File: src/rtl/dmem_store_buffer.sv
// dmem_store_buffer
// Posted-write buffer between the CPU memory-access stage and a single-port
// data memory. Stores retire into a FIFO in one cycle and drain to memory
// whenever the port is not taken by a load. Loads read memory combinationally,
// with forwarding from the youngest matching buffered store. A fence holds the
// CPU until the buffer is empty. A starvation guard forces a drain after
// STARVE_LIMIT consecutive load-blocked cycles.
//
// Ports:
//   clk, reset   clock; synchronous active-high reset
//   cpu_addr     word address of load/store
//   cpu_data     store data
//   cpu_we       store request (wins over cpu_re)
//   cpu_re       load request
//   cpu_fence    hold the CPU until the buffer is empty
//   cpu_q        load data, same cycle
//   cpu_stall    request not accepted; CPU holds it
//   mem_addr     memory address
//   mem_data     memory write data
//   mem_we       memory write enable
//   mem_q        memory read data for mem_addr (combinational)
module dmem_store_buffer #(
  parameter int DEPTH        = 4,
  parameter int STARVE_LIMIT = 8
) (
  input  logic        clk,
  input  logic        reset,
  input  logic [31:0] cpu_addr,
  input  logic [31:0] cpu_data,
  input  logic        cpu_we,
  input  logic        cpu_re,
  input  logic        cpu_fence,
  output logic [31:0] cpu_q,
  output logic        cpu_stall,
  output logic [31:0] mem_addr,
  output logic [31:0] mem_data,
  output logic        mem_we,
  input  logic [31:0] mem_q
);

  localparam int PTR_W = $clog2(DEPTH);
  localparam int CNT_W = PTR_W + 1;
  localparam int SW    = $clog2(STARVE_LIMIT + 1);

  logic [PTR_W-1:0] head_q, tail_q;
  logic [CNT_W-1:0] count_q, count_d;
  logic [SW-1:0]    starve_q, starve_d;
  logic [31:0]      addr_q [DEPTH];
  logic [31:0]      data_q [DEPTH];

  logic             nonempty_s, full_s, fence_blk_s, force_s;
  logic             load_req_s, load_acc_s, store_acc_s, drain_s;
  logic             fwd_hit_s;
  logic [31:0]      fwd_data_s;
  logic [PTR_W-1:0] fwd_idx_s;

  // Request arbitration: fence first, then starvation guard, then load vs drain.
  always_comb begin
    nonempty_s  = (count_q != {CNT_W{1'b0}});
    full_s      = (count_q == CNT_W'(DEPTH));
    fence_blk_s = cpu_fence && nonempty_s;
    force_s     = nonempty_s && (starve_q == SW'(STARVE_LIMIT));
    load_req_s  = cpu_re && !cpu_we;
    load_acc_s  = load_req_s && !fence_blk_s && !force_s;
    store_acc_s = cpu_we && !fence_blk_s && !full_s;
    drain_s     = nonempty_s && !load_acc_s;
  end

  // Forwarding: walk from head to tail so a later (younger) match overrides.
  always_comb begin
    fwd_hit_s  = 1'b0;
    fwd_data_s = 32'h0000_0000;
    fwd_idx_s  = head_q;
    for (int i = 0; i < DEPTH; i++) begin
      fwd_idx_s = head_q + PTR_W'(i);
      if ((CNT_W'(i) < count_q) && (addr_q[fwd_idx_s] == cpu_addr)) begin
        fwd_hit_s  = 1'b1;
        fwd_data_s = data_q[fwd_idx_s];
      end else begin
        fwd_hit_s  = fwd_hit_s;
      end
    end
  end

  // Memory port and CPU-facing outputs; everything quiet while in reset.
  always_comb begin
    if (reset) begin
      mem_we    = 1'b0;
      mem_addr  = cpu_addr;
      mem_data  = cpu_data;
      cpu_stall = 1'b0;
      cpu_q     = 32'h0000_0000;
    end else begin
      mem_we    = drain_s;
      mem_addr  = drain_s ? addr_q[head_q] : cpu_addr;
      mem_data  = drain_s ? data_q[head_q] : cpu_data;
      cpu_stall = fence_blk_s || (cpu_we && full_s) || (load_req_s && force_s);
      cpu_q     = fwd_hit_s ? fwd_data_s : mem_q;
    end
  end

  // Next-state for occupancy and the starvation counter.
  always_comb begin
    case ({store_acc_s, drain_s})
      2'b10:   count_d = count_q + CNT_W'(1);
      2'b01:   count_d = count_q - CNT_W'(1);
      default: count_d = count_q;
    endcase
    if (drain_s || !nonempty_s) begin
      starve_d = {SW{1'b0}};
    end else if (load_acc_s) begin
      starve_d = starve_q + SW'(1);
    end else begin
      starve_d = starve_q;
    end
  end

  // Pointer, count and starvation state.
  always_ff @(posedge clk) begin
    if (reset) begin
      head_q   <= {PTR_W{1'b0}};
      tail_q   <= {PTR_W{1'b0}};
      count_q  <= {CNT_W{1'b0}};
      starve_q <= {SW{1'b0}};
    end else begin
      if (store_acc_s) tail_q <= tail_q + PTR_W'(1);
      if (drain_s)     head_q <= head_q + PTR_W'(1);
      count_q  <= count_d;
      starve_q <= starve_d;
    end
  end

  // Entry storage; contents are don't-care until counted as valid.
  always_ff @(posedge clk) begin
    if (store_acc_s && !reset) begin
      addr_q[tail_q] <= cpu_addr;
      data_q[tail_q] <= cpu_data;
    end
  end

endmodule

File: config.mk
export PLATFORM = sky130hd
export DESIGN_NAME = dmem_store_buffer
export DESIGN_NICKNAME = d
export VERILOG_FILES = /design/src/rtl/dmem_store_buffer.sv
export SDC_FILE = /design/constraint.sdc
export NUM_CORES = 1
export LEC_CHECK = 0
export ABC_AREA = 1
export CAP_MARGIN = 10
export CORE_AREA = 2 2 260 262
export CTS_CLUSTER_SIZE = 40
export DETAILED_ROUTE_END_ITERATION = 16
export DIE_AREA = 0 0 262 264
export SYNTH_ARGS = -nofsm -noshare
export SYNTH_HDL_FRONTEND = slang
export SYNTH_SLANG_ARGS = --single-unit
File: constraint.sdc
create_clock -name clk -period 11.2 [get_ports clk]
set_input_delay 2.24 -clock clk [delete_from_list [all_inputs] [get_ports clk]]
set_output_delay 2.24 -clock clk [all_outputs]
set_load 0.02 [all_outputs]
Word level (Yosys, flattened, before mapping)
Memories as Yosys holds them, arrays and structs flattened. A register that Yosys moved wholly into a read port is not among the register bits.
Index checks and enable logic that the tools add are counted.
W data, S select, Z words.
{"block": "word_totals", "ff_bits": 11, "ramBits": 256, "in_bits": 101, "output_inout_bits": 98, "elab_cells": 76, "n_memories": 2}
{"block": "classes", "addsub": 7, "n_lt_le_gt_ge": 4, "n_eq_ne": 8, "muxes": 23, "reduce_logical": 28}
{"name": "addr_q", "depth": 4, "word_bits": 32, "read_ports": 4, "rd_ports_with_merged_regs": 1, "wr": 1, "line_no": "48", "source": "logic [31:0] addr_q [DEPTH];"}
{"name": "data_q", "depth": 4, "word_bits": 32, "read_ports": 4, "rd_ports_with_merged_regs": 1, "wr": 1, "line_no": "49", "source": "logic [31:0] data_q [DEPTH];"}
{"cell": "$mux W32", "count": 10}
{"cell": "$eq A32 B32 Y1", "count": 4}
{"cell": "$logic_and A1 B1 Y1", "count": 15}
{"cell": "$mux W1", "count": 8}
{"cell": "$mux W2", "count": 4}
{"cell": "$logic_not A1 Y1", "count": 7}
{"cell": "$lt A1 B3 Y1 const A", "count": 2}
{"cell": "$lt A2 B3 Y1 const A", "count": 2}
{"cell": "$pmux W3 S2", "count": 1}
{"cell": "$add A2 B1 Y2 const B", "count": 2}
{"cell": "$add A2 B2 Y2 const B", "count": 2}
{"cell": "$add A4 B1 Y4 const B", "count": 1}
{"cell": "$eq A4 B4 Y1 const B", "count": 1}
{"cell": "$add A3 B1 Y3 const B", "count": 1}
{"cell": "$eq A3 B3 Y1 const B", "count": 1}
{"cell": "$logic_or A1 B1 Y1", "count": 3}
{"cell": "$reduce_bool A3 Y1", "count": 1}
{"cell": "$sub A3 B1 Y3 const B", "count": 1}
{"cell": "$eq A2 B1 Y1 const B", "count": 1}
{"cell": "$eq A2 B2 Y1 const B", "count": 1}
{"cell": "$reduce_bool A2 Y1", "count": 1}
{"cell": "$reduce_or A2 Y1", "count": 1}

Logic depth before layout (Yosys ltp)
Gate-level depths: netlist of run 1.
{"block": "depth", "depth_word": 9, "ltp_mapped": 21}

Worst setup path before layout of run 1
OpenSTA, ideal clock, no wires.
{"block": "synth_timing", "kind": "input to output", "startpoint": "input cpu_re", "endpoint": "output mem_addr[31]", "arrival_time_ns": 4.300, "slack_ns": 4.660, "cell_stages": 11, "n_path_buf": 2, "path_cell_list": "inv_1 > nor2_1 > nand2_1 > nor2_1 > nor2_1 > inv_1 > nor2_1 > inv_1 > clkbuf_1 > clkbuf_1 > o21ai_0"}
{"block": "synth_between", "elab_chain_len": 7}
{"item": "from (decl)", "line_no": "31", "source": "input logic cpu_re,"}
{"item": "$logic_and A1 B1 Y1", "line_no": "63", "source": "load_req_s = cpu_re && !cpu_we;"}
{"item": "$logic_and A1 B1 Y1 (2 in a row)", "line_no": "64", "source": "load_acc_s = load_req_s && !fence_blk_s && !force_s;"}
{"item": "$logic_not A1 Y1", "line_no": "66", "source": "drain_s = nonempty_s && !load_acc_s;"}
{"item": "$logic_and A1 B1 Y1", "line_no": "66"}
{"item": "via drain_s", "line_no": "52", "source": "logic load_req_s, load_acc_s, store_acc_s, drain_s;"}
{"item": "$mux W32", "line_no": "95", "source": "mem_addr = drain_s ? addr_q[head_q] : cpu_addr;"}
{"item": "$mux W32", "line_no": "87", "source": "if (reset) begin"}
{"item": "to (decl)", "line_no": "35", "source": "output logic [31:0] mem_addr,"}
The timed path passes the listed nets, and every way through them passes these cells.

Final worst setup path of run 1
{"block": "layout_timing", "startpoint": "register head_q[1]", "endpoint": "output cpu_q[9]"}
{"block": "layout_between", "elab_chain_len": 9, "word_cells_on_any_way": 19}
{"item": "from (decl)", "line_no": "45", "source": "logic [PTR_W-1:0] head_q, tail_q;"}
{"item": "from (signal assigned)", "line_no": "121", "source": "head_q <= {PTR_W{1'b0}};"}
{"item": "from (signal assigned)", "line_no": "127", "source": "if (drain_s) head_q <= head_q + PTR_W'(1);"}
{"item": "$add A2 B1 Y2", "line_no": "75", "source": "fwd_idx_s = head_q + PTR_W'(i);"}
{"item": "$mem_v2 Z4 W32"}
{"item": "$eq A32 B32 Y1", "line_no": "76", "source": "if ((CNT_W'(i) < count_q) && (addr_q[fwd_idx_s] == cpu_addr)) begin"}
{"item": "$logic_and A1 B1 Y1", "line_no": "76"}
{"item": "$mux W32 / $mux W1 (equally long branches) (3 in a row)", "line_no": "76"}
{"item": "$mux W32 *", "line_no": "98", "source": "cpu_q = fwd_hit_s ? fwd_data_s : mem_q;"}
{"item": "$mux W32 *", "line_no": "87"}
{"item": "to (decl)", "line_no": "33", "source": "output logic [31:0] cpu_q,"}
Mark *: on every way between the ends. The rest lies on a longest branch, timed or not.

==> reports/results.tsv, run 1 <==
stage	metric	value	unit
setup_path	crit_family	simple AND/OR/NAND/NOR gates	
grt	use_met1	0.280	
route	post_drt_wl_per_cell	19.6	um
clock_tree	clockBufferDepth	3	
synth	syn_area_per_cell	6.65	um^2
power_and_ir_drop	power.internal	2840	uW
setup_path	cpMostUsedCell	nand2_1	
clock_tree	cts_resized	0	
setup_path	cp.depth	18	
grt	grt_pass1_vias	18965	
power_and_ir_drop	leakagePower	0.0102	uW
floorplanning	ios	199	
route	viasPerCell	5.18	
setup_path	endpoint_kind	output port	
cells_and_area	syn_to_final_growth	19.0	%
cells_and_area	final_cells	3956	
setup_path	r2r_slack	7.50	ns
hold_path	min_from	starve_q[0]	
hold_path	hold_path_end	starve_q[0]	
floorplanning	core_area	66600	um^2
synth	ys_seq_elements	269	
placement	place_congestion	0.892	
cells_and_area	drive_gt1_frac	0.0351	
route	vias	20488	
power_and_ir_drop	peakVddDrop	172	uV
grt	grt_pass1_wl	116000	um
clock_tree	cts_htree_levels	2	
setup_path	slowest_stage	buf_4	
clock_tree	ctsRootBufferMaster	clkbuf_16	
synth	yosysWarnings	0	
grt	grt_max_degree	131	
clock_tree	clkSlewWorstSetupHoldPaths	0.05	ns
setup_path	timing.rr.start	count_q[0]	
synth	syn_inst	2966	
setup_path	r2r_cells	9	
synth	syn_nets	3078	
grt	antenna_found_initial	9	
setup_path	worst_ep_arrival_time	6.40	ns
clock_tree	ctsHoldBuffers	0	
hold_path	hold_path_class	reg2reg	
grt	grt_usage	0.220	
placement	numPortBuffers	198	
setup_path	crit_required	8.96	ns
power_and_ir_drop	power_frac_comb	0.574	
flow_run	maxCapViolCount	0	
sta	rsz0062_at_grt	false	
sta	max_freq	116	MHz
cells_and_area	final_common_cell	nand2_1	
cells_and_area	nets	3170	
sta	hold_violations	0	
placement	dp_hpwl	50400	um
setup_path	rr_endpoint	addr_q[3][9]	
power_and_ir_drop	sequentialPowerShare	0.229	
synth	ys_seq_area_frac	0.403	
synth	syn_area	19700	um^2
route	dr.first_iter.drc_count	2194	
route	drc_errors	0	
sta	post-route-period-util	0.771	
setup_path	path_buf_inv	5	
setup_path	slowest_delay	0.91	ns
floorplanning	start_util	0.296	
route	antenna_left	0	
floorplanning	fp.dieW	262	um
sta	worst_slew_pin_slew	1.20	ns
setup_path	crit_type	reg2out	
power_and_ir_drop	p_per_area	241	nW/um^2
hold_path	worstHoldPathCells	1	
floorplanning	die_area	69200	um^2
cells_and_area	final_cell_mix	nand2_1 (1245), o21ai_0 (286), edfxtp_1 (256), inv_1 (238), nand3_1 (237)	
grt	use_met3	0.0391	
power_and_ir_drop	pwr-share-clk	0.197	
grt	grt.busiest_layer	met2	
sta	finalSetupTns	0	ns
synth	ys_types	35	
sta	max_slew_margin	0.197	
sta	slew_violations	0	
clock_tree	cts_tree	done	
sta	final.min_clock_period	8.64	ns
clock_tree	post-cts-setup-buffers	0	
sta	fin_skew	0.0159	ns
clock_tree	clock_sinks	269	
setup_path	crit_chain	buf_4 -> nand2_1 -> buf_4 -> nand2_8 -> buf_4 -> nand2_1 -> nand2_1 -> xor2_1 -> nand3b_1 -> nor2_1 -> nand3_2 -> buf_4 -> nand2_1 -> nand2_1 -> nor2_1 -> nor2_1 -> nor2_1 -> clkdlybuf4s50_1	
setup_path	cp_max_fo	130	
route	drt-pass1-iter-count	5	
grt	gr-total-overflow	0	
floorplanning	die_height	264	um
sta	whs	0.494	ns
grt	gr-usage-met2	0.356	
floorplanning	row_count	95	
route	wl	77500	um
sta	setup-violations-final	0	
power_and_ir_drop	p_sw	2830	uW
power_and_ir_drop	p_sw_frac	0.500	
clock_tree	insertion_delay	0.55	ns
clock_tree	cts_buffers	34	
run_status	outcome	complete, no violations	
setup_path	cp-start-kind	register	
placement	dp_cells	3895	
[cell families after synthesis]
group           synth area share
flops                      0.403
buf+inv                   0.0853
simple gates               0.360
fa+ha+maj                0.00697
xor+xnor                  0.0115
compound gates             0.134
[Yosys cell counts]
| library cell | instances | area share |
|---|---|---|
| nand2_1 | 1246 | 0.24 |
| o21ai_0 | 286 | 0.073 |
| edfxtp_1 | 256 | 0.39 |
| inv_1 | 240 | 0.046 |
| nand3_1 | 238 | 0.060 |
| nor2_1 | 223 | 0.042 |
| clkbuf_1 | 98 | 0.019 |
| a21oi_1 | 64 | 0.016 |
| o22ai_1 | 59 | 0.019 |
| buf_2 | 55 | 0.014 |
| nand4_1 | 46 | 0.015 |
| a32o_1 | 30 | 0.015 |
| xor2_1 | 25 | 0.011 |
| buf_1 | 17 | 0.0032 |
| dfxtp_1 | 13 | 0.013 |
| ha_1 | 11 | 0.0070 |
| a22oi_1 | 8 | 0.0030 |
| a221oi_1 | 7 | 0.0031 |
| buf_4 | 7 | 0.0027 |
| o21ai_1 | 7 | 0.0018 |
| inv_2 | 4 | 0.00076 |
| nor2_2 | 4 | 0.0013 |
| a31oi_1 | 3 | 0.00095 |
| nand2_2 | 3 | 0.00095 |
| nand3_2 | 3 | 0.0015 |
| clkinv_1 | 2 | 0.00038 |
| nand3b_1 | 2 | 0.00076 |
| o211ai_1 | 2 | 0.00076 |
| a21boi_0 | 1 | 0.00038 |
| and2_1 | 1 | 0.00032 |
| nand2_4 | 1 | 0.00057 |
| nor3_1 | 1 | 0.00025 |
| o21a_1 | 1 | 0.00038 |
| o221ai_1 | 1 | 0.00044 |
| xnor2_1 | 1 | 0.00044 |
[stage by stage]
| step | instance area, um^2 | power [uW] | utilization | worst slack [ns] |
|---|---|---|---|---|
| final | 23500 | 5670 | 0.353 | 2.56 |
| after global routing | 23500 | 6060 | 0.353 | 2.10 |
| after CTS | 23500 | 5640 | 0.353 | 2.56 |
| after detailed placement | 22400 | 4520 | 0.336 | 2.72 |
| after global placement | 22400 | 4510 | 0.336 | 2.75 |
| after floorplan | 19700 | 3420 | - | 4.66 |
[power groups by stage]
stage,Clock [uW],Sequential (uW),Combinational (uW)
floorplan,0,1250,2170
detailed placement,0,1320,3200
CTS,1130,1300,3210
global route,1170,1310,3580
global placement,0,1320,3190
finish,1120,1300,3250
[worst reg2reg max path, stage by stage, from the launching register on]
cell and delay, ns:
dfxtp_1 0.34, inv_1 0.18, ha_1 0.23, nand2_1 0.13, nand2_1 0.12, nand3_1 0.20
inv_1 0.15, nand2_1 0.23, nor2_4 0.92, buf_4 0.77
[state kept, by name (all words and copies together), names as in the netlist, named ones only]
name and count:
addr_q 128, data_q 128, starve_q 4, count_q 3
head_q 2, tail_q 2
[worst max path at each step]
stage | to | slack (ns) | start
after floorplan | mem_addr[31] | 4.66 | cpu_re
after detailed placement | cpu_q[9] | 2.72 | cpu_addr[31]
final | cpu_q[9] | 2.56 | head_q[1]
after global placement | cpu_q[29] | 2.75 | cpu_addr[31]
after CTS | cpu_q[9] | 2.56 | head_q[1]
after global routing | cpu_q[31] | 2.10 | head_q[1]
[layer usage]
metal  vias up  part of all wire
met3       203             0.077
met4        10             0.048
met1      9472              0.41
li1       9935                 -
met2       868              0.46
met5         -           0.00090
[layout make-up]
class	instances	area, um^2
Fill cell	7061	43100
Multi-Input combinational cell	2274	10200
Sequential cell	269	7960
Timing Repair Buffer	233	2240
Tap cell	873	1090
Inverter	246	930
Clock buffer	45	923
Clock inverter	14	174
Antenna cell	2	5.00
Power figures use the tool's default switching activity.
==> run 2: changes to the inputs <==
==> constraint.sdc (replaced) <==
create_clock -name clk -period 8.76 [get_ports clk]
set_input_delay 1.752 -clock clk [delete_from_list [all_inputs] [get_ports clk]]
set_output_delay 1.752 -clock clk [all_outputs]
set_load 0.02 [all_outputs]
==> run 2 against run 1 <==
Die area unchanged. Critical path depth fell by 1. Final cell count rose by 0.13%. Non-clock buffer count is 7 higher. Worst hold slack worse by 0.020 ns. Sequential power grew 28%. Via count barely moved. Global-route usage shrank 0.63 points. Power is 27% higher. Register-to-register slack worse by 2.3 ns. First-iteration DRC count grew 0.64%. Cell area is 0.21% higher. Largest cell class unchanged. Largest power group unchanged. Highest routed layer unchanged.
==> reports/results.tsv, run 2 (synthesis results as in run 1) <==
stage	metric	value	unit	change
run_status	outcome	complete, no violations		
clock_tree	clkSlewWorstSetupHoldPaths	0.06	ns	about the same
floorplanning	die_height	264	um	unchanged
setup_path	cp_max_fo	50		-62%
route	viasPerCell	5.17		-0.12%
route	dr.first_iter.drc_count	2208		+0.64%
clock_tree	cts_resized	0		unchanged
setup_path	worst_ep_arrival_time	6.03	ns	-0.37 ns
sta	setup-violations-final	0		unchanged
sta	final.min_clock_period	7.78	ns	
cells_and_area	ff_latch_area	7960	um^2	unchanged
floorplanning	row_count	95		unchanged
clock_tree	cts_buffers	31		-8.8%
grt	grt_pass1_vias	18855		-0.58%
route	drc_errors	0		unchanged
hold_path	hold_path_class	reg2reg		
cells_and_area	final_common_cell	nand2_1		
floorplanning	core_area	66600	um^2	unchanged
grt	grt_usage	0.213		-0.00629
route	antenna_left	0		unchanged
sta	hold_violations	0		unchanged
setup_path	crit_type	reg2out		
sta	max_slew_margin	0.270		+0.0734
clock_tree	ctsHoldBuffers	0		unchanged
cells_and_area	multi_input_comb_area	10200	um^2	unchanged
cells_and_area	reg_top3	addr_q: 128 flops, data_q: 128 flops, starve_q: 4 flops		
power_and_ir_drop	leakagePower	0.0103	uW	+0.27%
sta	finalSetupTns	0	ns	unchanged
route	vias	20490		+0.0098%
sta	worst_slew_pin_slew	1.09	ns	-0.111 ns
clock_tree	clock_sinks	269		unchanged
placement	numPortBuffers	198		unchanged
floorplanning	ios	199		unchanged
setup_path	crit_required	7.01	ns	-1.95 ns
grt	grt_pass1_wl	113000	um	-1.8%
sta	slew_violations	0		unchanged
cells_and_area	fillCellCount	7028		-0.47%
sta	post-route-period-util	0.889		
clock_tree	insertion_delay	0.61	ns	+0.06 ns
flow_run	maxCapViolCount	0		unchanged
floorplanning	die_area	69200	um^2	unchanged
cells_and_area	drive_gt1_frac	0.0395		+0.00447
route	drt-pass1-iter-count	8		+3
sta	finalWorstSetupSlack	0.976	ns	-1.59 ns
setup_path	cp-start-kind	register		
grt	grt_max_degree	106		-19%
sta	max_freq	128	MHz	
clock_tree	cts_htree_levels	1		-1
floorplanning	start_util	0.296		unchanged
clock_tree	cts_tree	done		
cells_and_area	syn_to_final_growth	19.3	%	
setup_path	endpoint_kind	output port		
floorplanning	fp.dieW	262	um	unchanged
grt	antenna_found_initial	6		-3
clock_tree	ctsRootBufferMaster	clkbuf_16		
route	post_drt_wl_per_cell	19.1	um	-2.4%
clock_tree	post-cts-setup-buffers	0		unchanged
sta	fin_skew	0.0100	ns	-0.00585 ns
clock_tree	clockBufferDepth	3		unchanged
route	wl	75700	um	-2.3%
cells_and_area	fin_util	0.354		+0.000733
cells_and_area	nets	3174		+0.13%
power_and_ir_drop	peakVddDrop	246	uV	+43%
cells_and_area	final_cell_mix	nand2_1 (1245), o21ai_0 (286), edfxtp_1 (256), inv_1 (238), nand3_1 (237)		
sta	rsz0062_at_grt	false		
power_and_ir_drop	p_per_area	305	nW/um^2	+26%
placement	pre_cts_ws	1.57	ns	-1.15 ns
placement	dp_hpwl	50600	um	+0.57%
grt	gr-total-overflow	0		unchanged
placement	place_congestion	0.916		+2.6%
[run 2: cell count changes in the layout (fill, tap and decap cells not counted)]
cell / before / now
diode_2: 2 / 1
clkinv_2: 4 / 8
clkinv_1: 6 / 2
clkbuf_8: 1 / 4
buf_4: 35 / 40
clkbuf_1: 9 / 5
inv_16: 0 / 1
buf_12: 0 / 2
clkbuf_16: 35 / 31
clkinvlp_4: 2 / 5
[run 2: cell type report]
cell class                      instances  area share
Timing Repair Buffer                  240      0.0986
Clock inverter                         18     0.00941
Tap cell                              873      0.0464
Inverter                              246      0.0395
Multi-Input combinational cell       2274       0.432
Antenna cell                            1    0.000106
Clock buffer                           40      0.0361
Sequential cell                       269       0.338
[run 2: critical path: stages, from the launching register on]
cell             delay [ns]
dfxtp_1                0.31
buf_4                  0.50
clkinv_2               0.96
buf_4                  0.53
nand3_1                0.11
nand2_1                0.09
o21ai_0                0.46
nor2_1                 0.10
nand2_1                0.08
nor2_1                 0.05
and2_1                 0.13
nand3_1                0.27
nand3_2                0.46
buf_4                  0.38
nand3_1                0.09
nor2_1                 0.05
nor2_1                 0.18
clkdlybuf4s50_1        0.64
[run 2: metrics by stage]
step | cell area (um^2) | hold slack, ns | instances | power [uW]
final | 23500 | 0.474 | 3961 | 7180
after global routing | 23500 | 0.508 | 3960 | 7680
after CTS | 23500 | 0.480 | 3960 | 7160
after detailed placement | 22500 | 0.465 | 3902 | 5780
after global placement | 22500 | 0.448 | 3902 | 5760
after floorplan | 19700 | 0.430 | 2966 | 4370
[run 2: final timing paths]
check | from | slack, ns | end | cells past startpoint
worst min-delay path | starve_q[0] | 0.47 | starve_q[0] | 1
worst min register to register | starve_q[0] | 0.47 | starve_q[0] | 1
worst max-delay path | register | 0.98 | cpu_q[13] | 17
worst max register to register | count_q[0] | 5.19 | data_q[1][9] | 9
[run 2: metal layers]
metal	up-vias	GRT usage	wire, um	share of wire
met3	164	0.0324	5840	0.077
met4	6	0.0851	3010	0.040
met2	882	0.357	35500	0.47
met5	-	0	39	0.00052
met1	9491	0.274	31300	0.41
li1	9947	-	-	-
[run 2: power by group]
group	total, uW	switching [uW]	internal (uW)
Sequential	1670	145	1520
Clock	1370	570	805
Combinational	4140	2880	1260
